==> config.mk <==
export PLATFORM = sky130hd
export DESIGN_NAME = block_reconstructor_flat
export DESIGN_NICKNAME = d
export VERILOG_FILES = /design/src/rtl/block_reconstructor_if.sv /design/src/rtl/block_reconstructor.sv /design/src/flat_wrapper.sv
export SDC_FILE = /design/constraint.sdc
export NUM_CORES = 1
export LEC_CHECK = 0
export ABC_CLOCK_PERIOD_IN_PS = 6400
export CORE_MARGIN = 5
export CORE_UTILIZATION = 49
export CTS_CLUSTER_DIAMETER = 100
export CTS_CLUSTER_SIZE = 40
export DETAILED_ROUTE_END_ITERATION = 8
export PLACE_DENSITY = 0.68
export SLEW_MARGIN = 20
export SYNTH_ARGS = -nofsm -noshare
export SYNTH_HDL_FRONTEND = slang
export SYNTH_SLANG_ARGS = --single-unit
export TNS_END_PERCENT = 1
==> constraint.sdc <==
create_clock -name clk -period 6.4 [get_ports clk]
set_clock_uncertainty 0.2 [all_clocks]
set_input_delay 0.64 -clock clk [delete_from_list [all_inputs] [get_ports clk]]
set_output_delay 0.64 -clock clk [all_outputs]
set_load 0.005 [all_outputs]
==> src/rtl/block_reconstructor_if.sv <==
// Stream bundle for the inverse 5/3 row decoder: coefficient pairs in, pixels out.
// Latency: none, wires only.
// Backpressure: in_valid/in_ready on the coefficient side, out_valid/out_ready on the pixel side.
interface block_reconstructor_if;
   logic       in_valid;
   logic       in_ready;
   logic [7:0] s_in;
   logic [7:0] d_in;
   logic [7:0] x_out;
   logic       out_valid;
   logic       out_ready;

   // Producer of coefficients and consumer of pixels.
   modport master (
      output in_valid, s_in, d_in, out_ready,
      input  in_ready, x_out, out_valid
   );

   // The reconstructor itself.
   modport slave (
      input  in_valid, s_in, d_in, out_ready,
      output in_ready, x_out, out_valid
   );
endinterface

==> src/rtl/block_reconstructor.sv <==
// Inverse LeGall 5/3 lifting for one row: (s,d) pairs in, LENGTH clamped 8-bit pixels out, then done.
// Latency: first pixel is presented the cycle after pair 1 is accepted; done one cycle after the last pixel.
// Backpressure: input and output phases never overlap; out_valid/x_out hold while out_ready is low.
module block_reconstructor #(
   parameter int LENGTH = 8
) (
   input  logic                  clk,
   input  logic                  reset,
   input  logic                  start,
   block_reconstructor_if.slave  bus,
   output logic                  busy,
   output logic                  done
);

   localparam int PAIRS = LENGTH / 2;
   localparam int CW    = $clog2(PAIRS + 1);

   typedef enum logic [2:0] {
      IDLE    = 3'd0,
      ACCEPT  = 3'd1,
      EMIT_E  = 3'd2,
      EMIT_O  = 3'd3,
      FLUSH_E = 3'd4,
      FLUSH_O = 3'd5,
      DONE    = 3'd6
   } state_t;

   state_t            state;
   logic [CW-1:0]     pair_cnt;

   // Two-deep history of even samples and details. After accepting pair n:
   // x_cur = x[2n], x_prev = x[2n-2], d_cur = d[n], d_prev = d[n-1].
   // Even samples stay unclamped so the odd prediction sees the true value.
   logic signed [10:0] x_prev;
   logic signed [10:0] x_cur;
   logic signed [10:0] d_prev;
   logic signed [10:0] d_cur;

   logic [7:0]        x_out_r;
   logic              in_ready_r;
   logic              out_valid_r;

   logic signed [10:0] s_ext;
   logic signed [10:0] d_ext;
   logic signed [10:0] d_left;
   logic signed [10:0] x_even_new;
   logic signed [10:0] x_odd;
   logic signed [10:0] x_last;

   assign bus.in_ready  = in_ready_r;
   assign bus.out_valid = out_valid_r;
   assign bus.x_out     = x_out_r;

   function automatic logic [7:0] clamp8(input logic signed [10:0] v);
      if (v < 11'sd0)
         return 8'd0;
      else if (v > 11'sd255)
         return 8'hFF;
      else
         return v[7:0];
   endfunction

   // Lifting arithmetic: new even sample from the incoming pair, odd sample from two stored evens,
   // and the right-edge odd sample where the mirrored neighbour equals x[LENGTH-2].
   always_comb begin
      s_ext      = {3'b000, bus.s_in};
      d_ext      = {{3{bus.d_in[7]}}, bus.d_in};
      d_left     = (pair_cnt == '0) ? d_ext : d_cur;
      x_even_new = s_ext - ((d_left + d_ext + 11'sd2) >>> 2);
      x_odd      = d_prev + ((x_prev + x_cur) >>> 1);
      x_last     = d_cur + x_cur;
   end

   // Row sequencer with registered handshake outputs and sample pipeline.
   always_ff @(posedge clk or posedge reset) begin
      if (reset) begin
         state       <= IDLE;
         pair_cnt    <= '0;
         x_prev      <= '0;
         x_cur       <= '0;
         d_prev      <= '0;
         d_cur       <= '0;
         x_out_r     <= '0;
         in_ready_r  <= 1'b0;
         out_valid_r <= 1'b0;
         busy        <= 1'b0;
         done        <= 1'b0;
      end else begin
         done <= 1'b0;
         case (state)
            IDLE: begin
               if (start) begin
                  state      <= ACCEPT;
                  busy       <= 1'b1;
                  pair_cnt   <= '0;
                  in_ready_r <= 1'b1;
               end
            end

            ACCEPT: begin
               if (bus.in_valid && in_ready_r) begin
                  d_prev   <= d_cur;
                  d_cur    <= d_ext;
                  x_prev   <= x_cur;
                  x_cur    <= x_even_new;
                  pair_cnt <= pair_cnt + CW'(1);
                  // From pair 1 on, x[2n-2] (still in x_cur) and x[2n-1] are now computable.
                  if (pair_cnt != '0) begin
                     state       <= EMIT_E;
                     in_ready_r  <= 1'b0;
                     out_valid_r <= 1'b1;
                     x_out_r     <= clamp8(x_cur);
                  end
               end
            end

            EMIT_E: begin
               if (bus.out_ready) begin
                  state   <= EMIT_O;
                  x_out_r <= clamp8(x_odd);
               end
            end

            EMIT_O: begin
               if (bus.out_ready) begin
                  if (pair_cnt == CW'(PAIRS)) begin
                     state   <= FLUSH_E;
                     x_out_r <= clamp8(x_cur);
                  end else begin
                     state       <= ACCEPT;
                     out_valid_r <= 1'b0;
                     x_out_r     <= '0;
                     in_ready_r  <= 1'b1;
                  end
               end
            end

            FLUSH_E: begin
               if (bus.out_ready) begin
                  state   <= FLUSH_O;
                  x_out_r <= clamp8(x_last);
               end
            end

            FLUSH_O: begin
               if (bus.out_ready) begin
                  state       <= DONE;
                  out_valid_r <= 1'b0;
                  x_out_r     <= '0;
                  done        <= 1'b1;
                  busy        <= 1'b0;
               end
            end

            DONE: begin
               state <= IDLE;
            end

            default: begin
               state <= IDLE;
            end
         endcase
      end
   end

endmodule

==> src/flat_wrapper.sv <==
// flat-port wrapper written by rule: the top's interface ports become plain ports
module block_reconstructor_flat 
#(
   parameter int LENGTH = 8
)
  (clk, reset, start, busy, done, bus_in_valid, bus_s_in, bus_d_in, bus_out_ready, bus_in_ready, bus_x_out, bus_out_valid);
  block_reconstructor_if bus_i ();
  input  logic clk;
  input  logic reset;
  input  logic start;
  output logic busy;
  output logic done;
  input wire logic [$bits(bus_i.in_valid)-1:0] bus_in_valid;
  input wire logic [$bits(bus_i.s_in)-1:0] bus_s_in;
  input wire logic [$bits(bus_i.d_in)-1:0] bus_d_in;
  input wire logic [$bits(bus_i.out_ready)-1:0] bus_out_ready;
  output wire logic [$bits(bus_i.in_ready)-1:0] bus_in_ready;
  output wire logic [$bits(bus_i.x_out)-1:0] bus_x_out;
  output wire logic [$bits(bus_i.out_valid)-1:0] bus_out_valid;
  assign bus_i.in_valid = bus_in_valid;
  assign bus_i.s_in = bus_s_in;
  assign bus_i.d_in = bus_d_in;
  assign bus_i.out_ready = bus_out_ready;
  assign bus_in_ready = bus_i.in_ready;
  assign bus_x_out = bus_i.x_out;
  assign bus_out_valid = bus_i.out_valid;
  block_reconstructor #(.LENGTH(LENGTH)) u_core (.clk(clk), .reset(reset), .start(start), .bus(bus_i), .busy(busy), .done(done));
endmodule
==> reports/qor.csv <==
stage,metric,value,unit
die,core-area,8721,µm²
sta,rsz0062_at_grt,no,
yosys,netlist_area,4395,µm²
routing,avgViaCountPerCell,5.670,
setup_path,cp.buffers_inverters,2,
yosys,synth_xor_xnor_area_share,5.978,%
clock_tree,cts_buffers,5,
grt,grt_max_degree,55,
clock_tree,ctsHoldBuffers,0,
clock_tree,cts_tree,done,
sta,period_needed,4463,ps
routing,postRouteAntennaNets,0,
setup_path,cpMostUsedCell,ha_1,
yosys,synth.area.mux_share,1.765,%
routing,met2_length,4666,µm
yosys,synth_edf_count,0,
setup_path,endpoint_kind,flop,
setup_path,slowest_stage,fa_1,
setup_path,crit_family,adder cells,
yosys,ys_warn_count,0,
grt,antenna_found_initial,0,
grt,grt_pass1_wl,18030,µm
setup_path,cp.arrival,4470,ps
placed_design,gp_congestion,0.9132,
finish,synthToLayoutAreaGrowth,12.04,%
die,core.rowCount,34,
setup_path,slowest_delay,460,ps
setup_path,cp_max_fo,12,
clock_tree,clockBufferDepth,2,
placed_design,port_buffers,32,
setup_path,worstSetupStartpointType,flop,
yosys,synthSimpleGateAreaFrac,19.24,%
grt,grt_pass1_vias,3803,
yosys,ys_seq_area_share,30.74,%
yosys,synth-main-ff-cell,dfrtp_1,
hold_path,min_path_type,flop to flop,
grt,overflow,0,
routing,wl_per_cell,15.43,µm
hold_path,hold_end,u_core.x_prev[2],
routing,drt_iter0_drc,127,
finish,num-fill-cells,817,
setup_path,rrSetupSlack,1940,ps
sta,hold_violations,0,
yosys,netlist_instances,525,
yosys,synth_top_family_by_area,compound AO/OA/AOI/OAI gates,
placed_design,dp_hpwl,7916,µm
finish,drive_above_1_share,5.225,%
hold_path,holdCritStartpoint,u_core.x_prev[2],
setup_path,path_class,flop to flop,
setup_path,r2r_end,u_core.x_cur[8],
die,die_h,104.7,µm
finish,fin_nets,635,
routing,top_layer_used,met4,
setup_path,r2r_start,u_core.pair_cnt[1],
yosys,ys_ff_latch,54,
setup_path,required,6400,ps
hold_path,holdPathStages,2,
sta,worstMarginPinSlew,694.9,ps
yosys,synth.distinct_cells,54,
routing,drt-total-wl,10230,µm
clock_tree,cts_num_sinks,54,
clock_tree,clk_latency,310,ps
die,dieArea,10960,µm²
yosys,syn_area_per_cell,8.372,µm²
setup_path,reg2reg_depth,19,
yosys,synthArstFlopShare,100.0,%
clock_tree,clk_pin_slew,120,ps
outcome,status,completed,
sta,drv_slew,0,
routing,wl_met1,4875,µm
grt,grt_usage,19.58,%
routing,wl_met3,383,µm
sta,fmax,224.1,MHz
clock_tree,post_cts_resized,0,
sta,setup_violations,0,
routing,vias,3759,
yosys,synth-adder-area-share,17.93,%
clock_tree,cts_setup_buffers,0,
die,top_level_ports,33,
setup_path,crit_chain,inv_1 > ha_1 > nor2b_1 > buf_4 > mux2_2 > ha_1 > fa_1 > a21o_1 > a21oi_1 > nor2b_1 > o21a_1 > nor2_1 > xor2_1 > ha_1 > nand2_1 > o21ai_0 > o41ai_1 > xnor2_1 > o21ai_0,
yosys,synth_compound_area_share,21.26,%
run,drv_cap,0,
clock_tree,cts-root-buf,clkbuf_8,
sta,finalCritPeriodShare,69.74,%
sta,tns,0,ps
clock_tree,h-tree-depth,2,
finish,n_antenna_cell,0,
die,die_w,104.7,µm
routing,drt_first_pass_iters,6,
routing,drcViolationCount,0,
yosys,syn_nets,606,
sta,slew_headroom,53.67,%
die,start_util,50.40,%
## cell families after synthesis
kind of cell / count (synthesis)
AND/OR/NAND/NOR: 196
AO/OA/AOI/OAI: 143
adder cells (fa/ha/maj): 60
flip-flops: 54
buffers and inverters: 35
XOR/XNOR: 30
multiplexers: 7
## cells in the final DEF (no fill, tap or decap), types with 14 or more instances in the layout
master | Yosys | final
nor2_1 | 39 | 39
clkdlybuf4s50_1 | 0 | 32
nand2_1 | 106 | 106
dfrtp_1 | 54 | 54
xnor2_1 | 15 | 15
ha_1 | 55 | 55
a21oi_1 | 28 | 28
o21a_1 | 14 | 14
o21ai_0 | 36 | 36
inv_1 | 21 | 20
xor2_1 | 15 | 15
## metal layers
metal	track usage [%]	vias to the layer above
met3	2.281	20
met4	7.032	0
li1	-	1908
met2	31.76	73
met1	27.07	1758
met5	0	-
## tightest hold or removal path, stage by stage (launching register included)
cell and delay (ps):
dfrtp_1 360, nand2_1 50, nand2_1 60
## metrics by stage
step	hold WS (ps)	area (µm²)	worst slack, ps	utilization (%)	std cells
after floorplan	250.0	4395	2008	-	525
after global routing	322.2	4925	1574	56.47	663
final	294.5	4925	1937	56.47	663
after global placement	263.3	4830	2034	55.38	655
after detailed placement	267.4	4830	1918	55.38	655
after CTS	297.4	4925	1918	56.47	663
## synthesized netlist by cell type (all sizes together) (5+ instances only)
master / instances / area share (%)
o31ai: 5 / 0.85
o21ai: 45 / 5.1
fa: 5 / 2.3
a21oi: 29 / 3.4
nand3: 10 / 1.1
nor2: 39 / 3.3
ha: 55 / 16
xnor2: 15 / 3.0
nor2b: 13 / 1.9
dfrtp: 54 / 31
nand2b: 7 / 1.0
inv: 21 / 1.8
clkbuf: 13 / 1.1
xor2: 15 / 3.0
a21o: 9 / 1.5
mux2: 6 / 1.5
o21a: 14 / 2.4
nand2: 106 / 9.1
a31oi: 11 / 1.7
nor3: 10 / 1.1
## registers in the layout, indices dropped and copies added, names as in the netlist
signal	flops
u_core.bus.in_ready	1
u_core.bus.out_valid	1
u_core.bus.x_out	8
u_core.busy	1
u_core.d_cur	8
u_core.d_prev	8
u_core.done	1
u_core.pair_cnt	3
u_core.state	3
u_core.x_cur	10
u_core.x_prev	10
## worst max path at each step
| stage | depth (start not counted) | end | startpoint | slack, ps |
|---|---|---|---|---|
| after global placement | 16 | u_core.x_cur[8] | bus_d_in[2] | 2030 |
| after CTS | 19 | u_core.x_cur[8] | u_core.pair_cnt[1] | 1920 |
| after detailed placement | 16 | u_core.x_cur[8] | bus_d_in[2] | 1920 |
| final | 19 | u_core.x_cur[8] | u_core.pair_cnt[1] | 1940 |
| after floorplan | 19 | u_core.x_cur[8] | u_core.pair_cnt[0] | 2010 |
| after global routing | 16 | u_core.x_cur[9] | u_core.pair_cnt[1] | 1570 |
## final cells by class
cell class	count	area (µm²)	area share (%)
Multi-Input combinational cell	436	2914	59.17
Sequential cell	54	1351	27.44
Timing Repair Buffer	36	350.3	7.114
Tap cell	108	135.1	2.744
Inverter	21	78.83	1.601
Clock buffer	5	68.82	1.397
Clock inverter	3	26.28	0.5335
Power is not shown: default switching activity piles up to over one toggle a cycle in this logic, so the estimate is an artifact.
